$ cat config.mk
export PLATFORM = sky130hd
export DESIGN_NAME = serial_rx_sequencer
export DESIGN_NICKNAME = d
export VERILOG_FILES = /design/src/rtl/serial_rx_sequencer.sv
export SDC_FILE = /design/constraint.sdc
export NUM_CORES = 1
export LEC_CHECK = 0
export ABC_AREA = 0
export ABC_CLOCK_PERIOD_IN_PS = 2600
export BUFFER_PORTS_ARGS = -buffer_cell sky130_fd_sc_hd__buf_2
export CAP_MARGIN = 20
export CORE_MARGIN = 5
export CORE_UTILIZATION = 40
export CTS_BUF_LIST = sky130_fd_sc_hd__clkbuf_4 sky130_fd_sc_hd__clkbuf_8 sky130_fd_sc_hd__clkbuf_16
export DETAILED_ROUTE_END_ITERATION = 6
export PLACE_DENSITY_LB_ADDON = 0.15
export SYNTH_ARGS = -nofsm -noshare
export SYNTH_HDL_FRONTEND = slang
export SYNTH_SLANG_ARGS = --single-unit
$ cat constraint.sdc
create_clock -name clk -period 2.6 [get_ports clk]
set_input_delay 0.26 -clock clk [delete_from_list [all_inputs] [get_ports clk]]
set_output_delay 0.26 -clock clk [all_outputs]
set_load 0.05 [all_outputs]
$ cat src/rtl/serial_rx_sequencer.sv
// Master-side sequencer for the sensor link's 8-bit serial-to-parallel shift register:
// drives cs_n/sclk, pulses shift_en once per bit and hands each captured byte out on valid/ready.
module serial_rx_sequencer #(
    parameter int CLK_DIV     = 4,
    parameter int FRAME_BYTES = 2
) (
    input  logic       clk,
    input  logic       rst_n,
    input  logic       start,
    input  logic       abort,
    output logic       shift_en,
    input  logic [7:0] par_in,
    output logic       sclk,
    output logic       cs_n,
    output logic       busy,
    output logic [7:0] byte_data,
    output logic       byte_valid,
    input  logic       byte_ready,
    output logic       byte_last,
    output logic       frame_done
);
    localparam logic [7:0] DIV_LAST  = 8'(CLK_DIV - 1);
    localparam logic [4:0] LAST_BYTE = 5'(FRAME_BYTES - 1);

    typedef enum logic [2:0] {
        S_IDLE, S_SETUP, S_SHIFT_LO, S_SHIFT_HI, S_CAPTURE, S_END
    } state_t;

    state_t     r_state;
    state_t     w_state_next;
    logic [7:0] r_div;
    logic [3:0] r_bits;
    logic [4:0] r_byte_idx;
    logic [7:0] r_byte_data;
    logic       r_byte_valid;
    logic       r_byte_last;
    logic       w_div_done;
    logic       w_timed;
    logic       w_abort;
    logic       w_load;
    logic       w_bit_done;

    assign w_div_done = (r_div == DIV_LAST);
    assign w_timed    = (r_state == S_SETUP) || (r_state == S_SHIFT_LO) || (r_state == S_SHIFT_HI);
    assign w_abort    = abort && (r_state != S_IDLE);

    always_comb begin
        w_state_next = r_state;
        w_load       = 1'b0;
        w_bit_done   = 1'b0;
        case (r_state)
            S_IDLE:     if (start && !abort) w_state_next = S_SETUP;
            S_SETUP:    if (w_div_done) w_state_next = S_SHIFT_LO;
            S_SHIFT_LO: if (w_div_done) w_state_next = S_SHIFT_HI;
            S_SHIFT_HI: begin
                if (w_div_done) begin
                    w_bit_done   = 1'b1;
                    w_state_next = (r_bits == 4'd7) ? S_CAPTURE : S_SHIFT_LO;
                end
            end
            S_CAPTURE: begin
                // A pending byte may be drained and replaced in the same cycle.
                if (!r_byte_valid || byte_ready) begin
                    w_load       = 1'b1;
                    w_state_next = (r_byte_idx == LAST_BYTE) ? S_END : S_SHIFT_LO;
                end
            end
            S_END:      w_state_next = S_IDLE;
            default:    w_state_next = S_IDLE;
        endcase
        if (w_abort) begin
            w_state_next = S_IDLE;
            w_load       = 1'b0;
            w_bit_done   = 1'b0;
        end
    end

    always_ff @(posedge clk) begin
        if (!rst_n) begin
            r_state    <= S_IDLE;
            r_div      <= 8'd0;
            r_bits     <= 4'd0;
            r_byte_idx <= 5'd0;
        end else begin
            r_state <= w_state_next;
            if (!w_timed || (w_state_next != r_state))
                r_div <= 8'd0;
            else
                r_div <= r_div + 8'd1;
            if ((r_state == S_IDLE) || w_load)
                r_bits <= 4'd0;
            else if (w_bit_done)
                r_bits <= r_bits + 4'd1;
            if (r_state == S_IDLE)
                r_byte_idx <= 5'd0;
            else if (w_load)
                r_byte_idx <= r_byte_idx + 5'd1;
        end
    end

    always_ff @(posedge clk) begin
        if (!rst_n) begin
            r_byte_data  <= 8'h00;
            r_byte_valid <= 1'b0;
            r_byte_last  <= 1'b0;
        end else if (w_abort) begin
            r_byte_valid <= 1'b0;
            r_byte_last  <= 1'b0;
        end else if (w_load) begin
            r_byte_data  <= par_in;
            r_byte_valid <= 1'b1;
            r_byte_last  <= (r_byte_idx == LAST_BYTE);
        end else if (byte_ready) begin
            r_byte_valid <= 1'b0;
        end
    end

    // The external register shifts on the first clk of each high half-period.
    assign shift_en   = (r_state == S_SHIFT_HI) && (r_div == 8'd0);
    assign sclk       = (r_state == S_SHIFT_HI);
    assign cs_n       = (r_state == S_IDLE) || (r_state == S_END);
    assign busy       = (r_state != S_IDLE);
    assign frame_done = (r_state == S_END);
    assign byte_data  = r_byte_data;
    assign byte_valid = r_byte_valid;
    assign byte_last  = r_byte_last;

endmodule

After elaboration in Yosys (flattened, before gate mapping)
Index checks and enable logic that the tools add are counted.
{"block": "word_totals", "out_inout_bits": 15, "inputBits": 13, "regBits": 30, "word_cells": 59}
{"block": "op_classes", "mux": 17, "n_addsub": 3, "bitwise_logic": 2, "eq_ne": 9, "n_reduce_logical": 21}
{"operator": "3-bit 2-to-1 mux", "count": 8}
{"operator": "3-bit one-hot mux with 5 select lines", "count": 1}
{"operator": "8-bit by 1-bit adder with 8-bit output, second input constant", "count": 1}
{"operator": "8-bit by 2-bit equality test with 1-bit output, second input constant", "count": 1}
{"operator": "8-bit zero test", "count": 1}
{"operator": "1-bit 2-to-1 mux", "count": 8}
{"operator": "2-bit OR reduction", "count": 4}
{"operator": "3-bit by 2-bit equality test with 1-bit output, second input constant", "count": 2}
{"operator": "3-bit equality test, second input constant", "count": 2}
{"operator": "1-bit logical OR", "count": 6}
{"operator": "5-bit by 1-bit adder with 5-bit output, second input constant", "count": 1}
{"operator": "5-bit by 1-bit equality test with 1-bit output, second input constant", "count": 1}
{"operator": "4-bit by 1-bit adder with 4-bit output, second input constant", "count": 1}
{"operator": "4-bit by 3-bit equality test with 1-bit output, second input constant", "count": 1}
{"operator": "3-bit by 1-bit equality test with 1-bit output, second input constant", "count": 1}
{"operator": "1-bit logical AND", "count": 3}
{"operator": "1-bit zero test", "count": 3}
{"operator": "3-bit zero test", "count": 1}
{"operator": "3-bit inequality test", "count": 1}
{"operator": "3-bit nonzero test", "count": 1}
{"operator": "1-bit inverter", "count": 2}
{"operator": "2-bit AND reduction", "count": 1}
{"operator": "2-bit nonzero test", "count": 1}

Depth between registers and ports, before layout
Gate-level depths: netlist (run 1).
{"block": "depth", "ltp_word": 8, "mapped_depth": 7, "ltp_nobuf": 7}

Worst setup path before layout (run 1)
OpenSTA, ideal clock, no wires.
{"block": "synth_timing", "kind": "reg-to-output", "startpoint": "register r_state[0]", "endpoint": "output shift_en", "t_required_ns": 2.340, "path_stages_with_launch": 4, "arrival_time_ns": 1.846, "setup_slack_ns": 0.494, "path_cell_list": "dfxtp_1 > or2b_1 > nor2_1 > and4_2"}
{"block": "synth_between", "elab_chain_len": 2}
{"item": "start, declared", "line_no": "29", "source": "state_t r_state;"}
{"item": "start signal, assigned", "line_no": "85", "source": "r_state <= w_state_next;"}
{"item": "3-bit by 2-bit equality test with 1-bit output"}
{"item": "named net sclk", "line_no": "13", "source": "output logic sclk,"}
{"item": "1-bit logical AND", "line_no": "119", "source": "assign shift_en = (r_state == S_SHIFT_HI) && (r_div == 8'd0);"}
{"item": "end, declared", "line_no": "11", "source": "output logic shift_en,"}
The timed path passes the listed nets, and every way through them passes these cells.

Worst setup path after layout (run 1)
{"block": "layout_timing", "startpoint": "register r_state[0]", "endpoint": "output shift_en"}
{"block": "layout_between", "elab_chain_len": 2}
{"item": "3-bit by 2-bit equality test with 1-bit output", "line_no": "119"}
{"item": "1-bit logical AND", "line_no": "119"}
Every way passes these cells.

==> results_dict.tcl, run 1 <==
set metrics [dict create \
    drive_gt1_share_pct 22.86 \
    slew_viol_final 0 \
    power.density_mw_per_mm2 493.4 \
    ys_ff_latch 30 \
    cts_hold_buf 0 \
    dr.pass1.iters 5 \
    crit_family "simple AND/OR/NAND/NOR gates" \
    fin_util_pct 46.56 \
    worst_slew_pin_slew_ns 0.4787 \
    fp.dieH_um 73.38 \
    fp-row-count 23 \
    synth-main-ff-cell "dfxtp_1" \
    diodes 0 \
    wirelength_mm 3.422 \
    avgViaCountPerCell 5.169 \
    antenna_found_initial 0 \
    end_kind "output port" \
    layout_commonest_cell "dfxtp_1" \
    syn_inst 185 \
    cts.sinks 30 \
    hold_viol_final 0 \
    clk_path_buf_depth 2 \
    worstSkewPairLatency_ns 0.27 \
    status "complete, no violations" \
    gp_congestion 0.8595 \
    coreArea_mm2 0.003943 \
    setup_tns_ns 0 \
    min_period_over_period_pct 82.05 \
    htree_num_levels 2 \
    power_leakage_nw 0.7282 \
    cts_tree "built" \
    post_dp_cell_area_mm2 0.001752 \
    cp_max_fo 12 \
    avgSynthCellArea_um2 8.684 \
    io_buffers 27 \
    die_area_mm2 0.005384 \
    hp-class "in2reg" \
    num_vias 1344 \
    whs_ns 0.2309 \
    dp_hpwl_mm 2.654 \
    vdd_drop_max_mv 0.2829 \
    crit_slowest_cell "dfxtp_1" \
    synth_edf_count 0 \
    clk_pin_slew_ns 0.06 \
    max_freq_mhz 468.8 \
    ys_warn_count 0 \
    ys_types 49 \
    grt_pass1_vias 1240 \
    root_buffer "clkbuf_8" \
    ys_async_sr_fraction_pct 0 \
    post_cts_buffers 0 \
    path_buf_inv 1 \
    wl_per_cell_um 13.16 \
    max_stage_delay_ns 0.57 \
    track_usage_pct 13.97 \
    path_class "reg2out" \
    grt_pass1_wl_mm 5.782 \
    crit_chain "or2b_1, nor2_1, and4_2, buf_2" \
    ys_seq_area_share_pct 37.38 \
    layout_common_cells "30 x dfxtp_1, 27 x buf_2, 26 x nand2_1, 20 x nor2_1, 16 x nand3_1" \
    setup_viol 0 \
    nets 228 \
    synth_area_mm2 0.001607 \
    arrival_ns 1.87 \
    fin_skew_ns 0.002144 \
    finalInstanceArea_mm2 0.001836 \
    drc 0 \
    required_ns 2.34 \
    postRouteAntennaNets 0 \
    grt_remaining_overflow 0 \
    fin_crit_ns 2.133 \
    syn_nets 203 \
    fp.dieW_um 73.38 \
    rsz0062_at_grt "no" \
    maxCapViolCount 0 \
    areaGrowthSynthToFinish_pct 14.25 \
    drtIter0Drc 93 \
    cts_buffers 5 \
    start_kind "flip-flop" \
    grt_max_degree 15 \
    io_pins 28 \
    cts_resized 0 \
    initial_core_util_pct 40.75 \
    maxSlewHeadroom_pct 68.02 \
]
## path summary, 6_finish.rpt
| check | slack [ns] | end | depth (start not counted) | start |
|---|---|---|---|---|
| worst min register to register | 0.45 | byte_last$_SDFFE_PP0P_ | 2 | byte_last$_SDFFE_PP0P_ |
| worst max register to register | 0.50 | r_div[0]$_SDFF_PP0_ | 6 | r_div[0]$_SDFF_PP0_ |
| worst max-delay path | 0.47 | shift_en | 4 | r_state[0]$_SDFF_PN0_ |
| worst min-delay path | 0.23 | byte_data[5]$_SDFFE_PN0P_ | 3 | par_in[5] |
## logic make-up (layout without fill, tap and decap cells)
family                     Yosys count  in the layout  synth area share (%)
buffers and inverters               15             40                 4.906
DFF                                 30             30                 37.38
xor gates and xnor gates            12             12                 6.542
muxes                                1              1                0.6231
and+or+nand+nor                     96             96                 33.49
adders and majority gates            6              6                 4.517
AOI/OAI and AO/OA                   25             25                 12.54
## report_power, final
part / leakage [nW] / internal (W) / switching [W] / total, W
registers: 0.242 / 0.000462 / 0.00000577 / 0.000468
clock network: 0.0452 / 0.000204 / 0.000154 / 0.000359
logic: 0.441 / 0.0000319 / 0.0000472 / 0.0000791
total: 0.728 / 0.000699 / 0.000207 / 0.000906
## synth_stat cells, types with 5 or more instances
cell type | number | area share [%]
a21boi_0 | 7 | 3.3
a21oi_1 | 6 | 1.9
dfxtp_1 | 30 | 37
ha_1 | 5 | 3.9
inv_1 | 5 | 1.2
nand2_1 | 26 | 6.1
nand3_1 | 16 | 5.0
nor2_1 | 20 | 4.7
nor2b_1 | 7 | 2.7
xnor2_1 | 6 | 3.3
xor2_1 | 6 | 3.3
## routing by layer
| metal | track usage [%] | part of all wire (%) |
|---|---|---|
| met1 | 18.09 | 47 |
| met2 | 22.05 | 47 |
| met3 | 4.241 | 4.3 |
| met4 | 4.829 | 1.3 |
| met5 | 0 | 0 |
## tightest hold or removal path, cell delays in order
cell      delay (ns)
buf_2           0.10
nand2_1         0.05
a21boi_1        0.05
## flip-flops by register name, indices dropped and copies added (netlist names)
register and count:
byte_data 8, byte_last 1, byte_valid 1, r_bits 4
r_byte_idx 5, r_div 8, r_state 3
## area by class of cell
| cell class | count | area [µm²] |
|---|---|---|
| Clock buffer | 7 | 83.83 |
| Inverter | 5 | 18.77 |
| Multi-Input combinational cell | 140 | 927.1 |
| Tap cell | 50 | 62.56 |
| Fill cell | 373 | 2107 |
| Sequential cell | 30 | 600.6 |
| Timing Repair Buffer | 28 | 142.6 |
## through the flow
stage	cells	setup WS [ns]	total power [W]
finish	260	0.4668	0.0009057
global route	260	0.3492	0.0009474
CTS	260	0.4593	0.0009175
detailed placement	253	0.4961	0.0005571
global placement	253	0.6113	0.0005553
floorplan	185	0.4940	0.0005374
Note: power is estimated with default switching activity, not from simulation.
==> run 2: changes to the inputs <==
--- a/config.mk
+++ b/config.mk
@@ -6,7 +6,7 @@
 export NUM_CORES = 1
 export LEC_CHECK = 0
 export ABC_AREA = 0
-export ABC_CLOCK_PERIOD_IN_PS = 2600
+export ABC_CLOCK_PERIOD_IN_PS = 2150
 export BUFFER_PORTS_ARGS = -buffer_cell sky130_fd_sc_hd__buf_2
 export CAP_MARGIN = 20
 export CORE_MARGIN = 5
==> constraint.sdc (replaced) <==
create_clock -name clk -period 2.15 [get_ports clk]
set_input_delay 0.215 -clock clk [delete_from_list [all_inputs] [get_ports clk]]
set_output_delay 0.215 -clock clk [all_outputs]
set_load 0.05 [all_outputs]
==> run 2 against run 1 <==
  * Non-clock buffer count grew 6
  * Highest routed layer unchanged
  * Final cell count grew 2.3%
  * Clock skew rose by 0.0056 ns
  * First-iteration DRC count down 38%
  * Die area unchanged
  * Sequential share of layout area is 0.87 points lower
  * Register-to-register slack got worse by 0.28 ns
  * Sequential cell count stayed put
==> results_dict.tcl, run 2 (same netlist as run 1, synthesis figures left out) <==
set metrics [dict create \
    antenna_found_initial 0 \
    grt_pass1_wl_mm 6.196 \
    maxCapViolCount 0 \
    cts_tree "built" \
    htree_num_levels 2 \
    setup_tns_ns 0 \
    worst-r2r-cell-count 6 \
    drc 0 \
    hp-class "in2reg" \
    p_sw_w 0.0002557 \
    nets 234 \
    clk_pin_slew_ns 0.06 \
    hold_viol_final 0 \
    max_freq_mhz 496.4 \
    clk_path_buf_depth 2 \
    power_leakage_nw 0.7587 \
    required_ns 1.93 \
    end_kind "output port" \
    worst_slew_pin_slew_ns 0.5411 \
    slew_viol_final 0 \
    power.density_mw_per_mm2 585.7 \
    dp_hpwl_mm 2.689 \
    drive_gt1_share_pct 25.93 \
    fp.dieW_um 73.38 \
    io_pins 28 \
    path_class "reg2out" \
    p_clk_share_pct 39.6 \
    diodes 0 \
    rsz0062_at_grt "no" \
    setup_viol 0 \
    min_period_over_period_pct 93.70 \
    status "complete, no violations" \
    wl_per_cell_um 13.09 \
    p_seq_share_pct 51.3 \
    layout_commonest_cell "dfxtp_1" \
    dr.pass1.iters 4 \
    n_fill_cell 372 \
    gp_congestion 0.8401 \
    vdd_drop_max_mv 0.2873 \
    postRouteAntennaNets 0 \
    whs_ns 0.1772 \
    grt_max_degree 15 \
    fp-row-count 23 \
    root_buffer "clkbuf_8" \
    r2r_slack_ns 0.22 \
    avgViaCountPerCell 5.075 \
    areaGrowthSynthToFinish_pct 17.37 \
    fin_crit_ns 2.014 \
    comb_power_share_pct 9.1 \
    grt_remaining_overflow 0 \
    coreArea_mm2 0.003943 \
    p_total_w 0.001104 \
    cts_buffers 5 \
    p_int_w 0.0008487 \
    multiInputGateArea_um2 932.1 \
    track_usage_pct 14.88 \
    cts.sinks 30 \
    rr_startpoint "r_byte_idx[0]$_SDFFE_PP0P_" \
    start_kind "flip-flop" \
    swShare_pct 23.16 \
    fp.dieH_um 73.38 \
    post_dp_cell_area_mm2 0.001797 \
    crit_start "r_state[0]$_SDFF_PN0_" \
    io_buffers 27 \
    wirelength_mm 3.481 \
    layout_common_cells "30 x dfxtp_1, 27 x buf_2, 26 x nand2_1, 20 x nor2_1, 16 x nand3_1" \
    num_vias 1350 \
    initial_core_util_pct 40.75 \
    reg2reg_to "r_div[0]$_SDFF_PP0_" \
    seq_area_um2 600.6 \
    maxSlewHeadroom_pct 63.85 \
    die_area_mm2 0.005384 \
    arrival_ns 1.80 \
    post_cts_buffers 0 \
    fin_skew_ns 0.007749 \
    finalInstanceArea_mm2 0.001886 \
    cp_max_fo 12 \
    dp.cells 259 \
    drtIter0Drc 58 \
    grt_pass1_vias 1366 \
    final_cells 266 \
    endpoint "shift_en" \
    worstSkewPairLatency_ns 0.28 \
]
run 2: cell count changes in the layout (fill, tap and decap cells not counted):
cell    delta
buf_4      +6
and2_1     -1
and2_4     +1
ha_1       -1
ha_2       +1
run 2: routing by layer:
layer | vias to the layer above | global-route usage (%) | part of all wire (%)
met4 | 0 | 6.640 | 2.3
met1 | 631 | 17.67 | 45
met3 | 7 | 5.198 | 4.3
li1 | 693 | - | -
met2 | 19 | 24.13 | 48
met5 | - | 0 | 0
run 2: timing repair:
action / CTS / global route
endpoints found under the setup margin: 0 / 1
resized for setup: 0 / 2
hold buffers: 0 / 0
endpoints found under the hold margin: 0 / 0
run 2: final cells by class:
class                           count  share of cell area, %
Inverter                            5                 0.9954
Clock buffer                        7                  4.446
Multi-Input combinational cell    140                  49.44
Tap cell                           50                  3.318
Sequential cell                    30                  31.85
Timing Repair Buffer               34                  9.954
run 2: per-stage QoR:
step	setup slack (ns)	util (%)
global route	0.02565	47.83
detailed placement	0.1571	45.57
CTS	0.1270	47.70
finish	0.1355	47.83
floorplan	0.08904	-
global placement	0.2315	45.57
run 2: worst min-delay path by stage:
| stage | start | to | slack (ns) | cells after the start |
|---|---|---|---|---|
| 2_1_floorplan | par_in[5] | byte_data[5]$_SDFFE_PN0P_ | 0.35 | 2 |
| 3_3_place_gp | byte_data[5]$_SDFFE_PN0P_ | byte_data[5]$_SDFFE_PN0P_ | 0.44 | 2 |
| 3_5_place_dp | byte_data[5]$_SDFFE_PN0P_ | byte_data[5]$_SDFFE_PN0P_ | 0.45 | 2 |
| 4_1_cts | par_in[5] | byte_data[5]$_SDFFE_PN0P_ | 0.17 | 3 |
| 5_1_grt | par_in[2] | byte_data[2]$_SDFFE_PN0P_ | 0.18 | 3 |
| 6_report | par_in[7] | byte_data[7]$_SDFFE_PN0P_ | 0.18 | 3 |
run 2: critical path: stages (launching register included):
cell,delay (ns)
dfxtp_1,0.58
or2b_1,0.32
nor2_1,0.14
and4_2,0.22
buf_2,0.26
run 2: power groups by stage:
stage	Sequential, W	Combinational, W	Clock [W]
2_1_floorplan	0.000573	0.0000772	0
3_3_place_gp	0.000578	0.000100	0
3_5_place_dp	0.000578	0.000103	0
4_1_cts	0.000566	0.000103	0.000456
5_1_grt	0.000567	0.000110	0.000478
6_report	0.000566	0.000101	0.000437
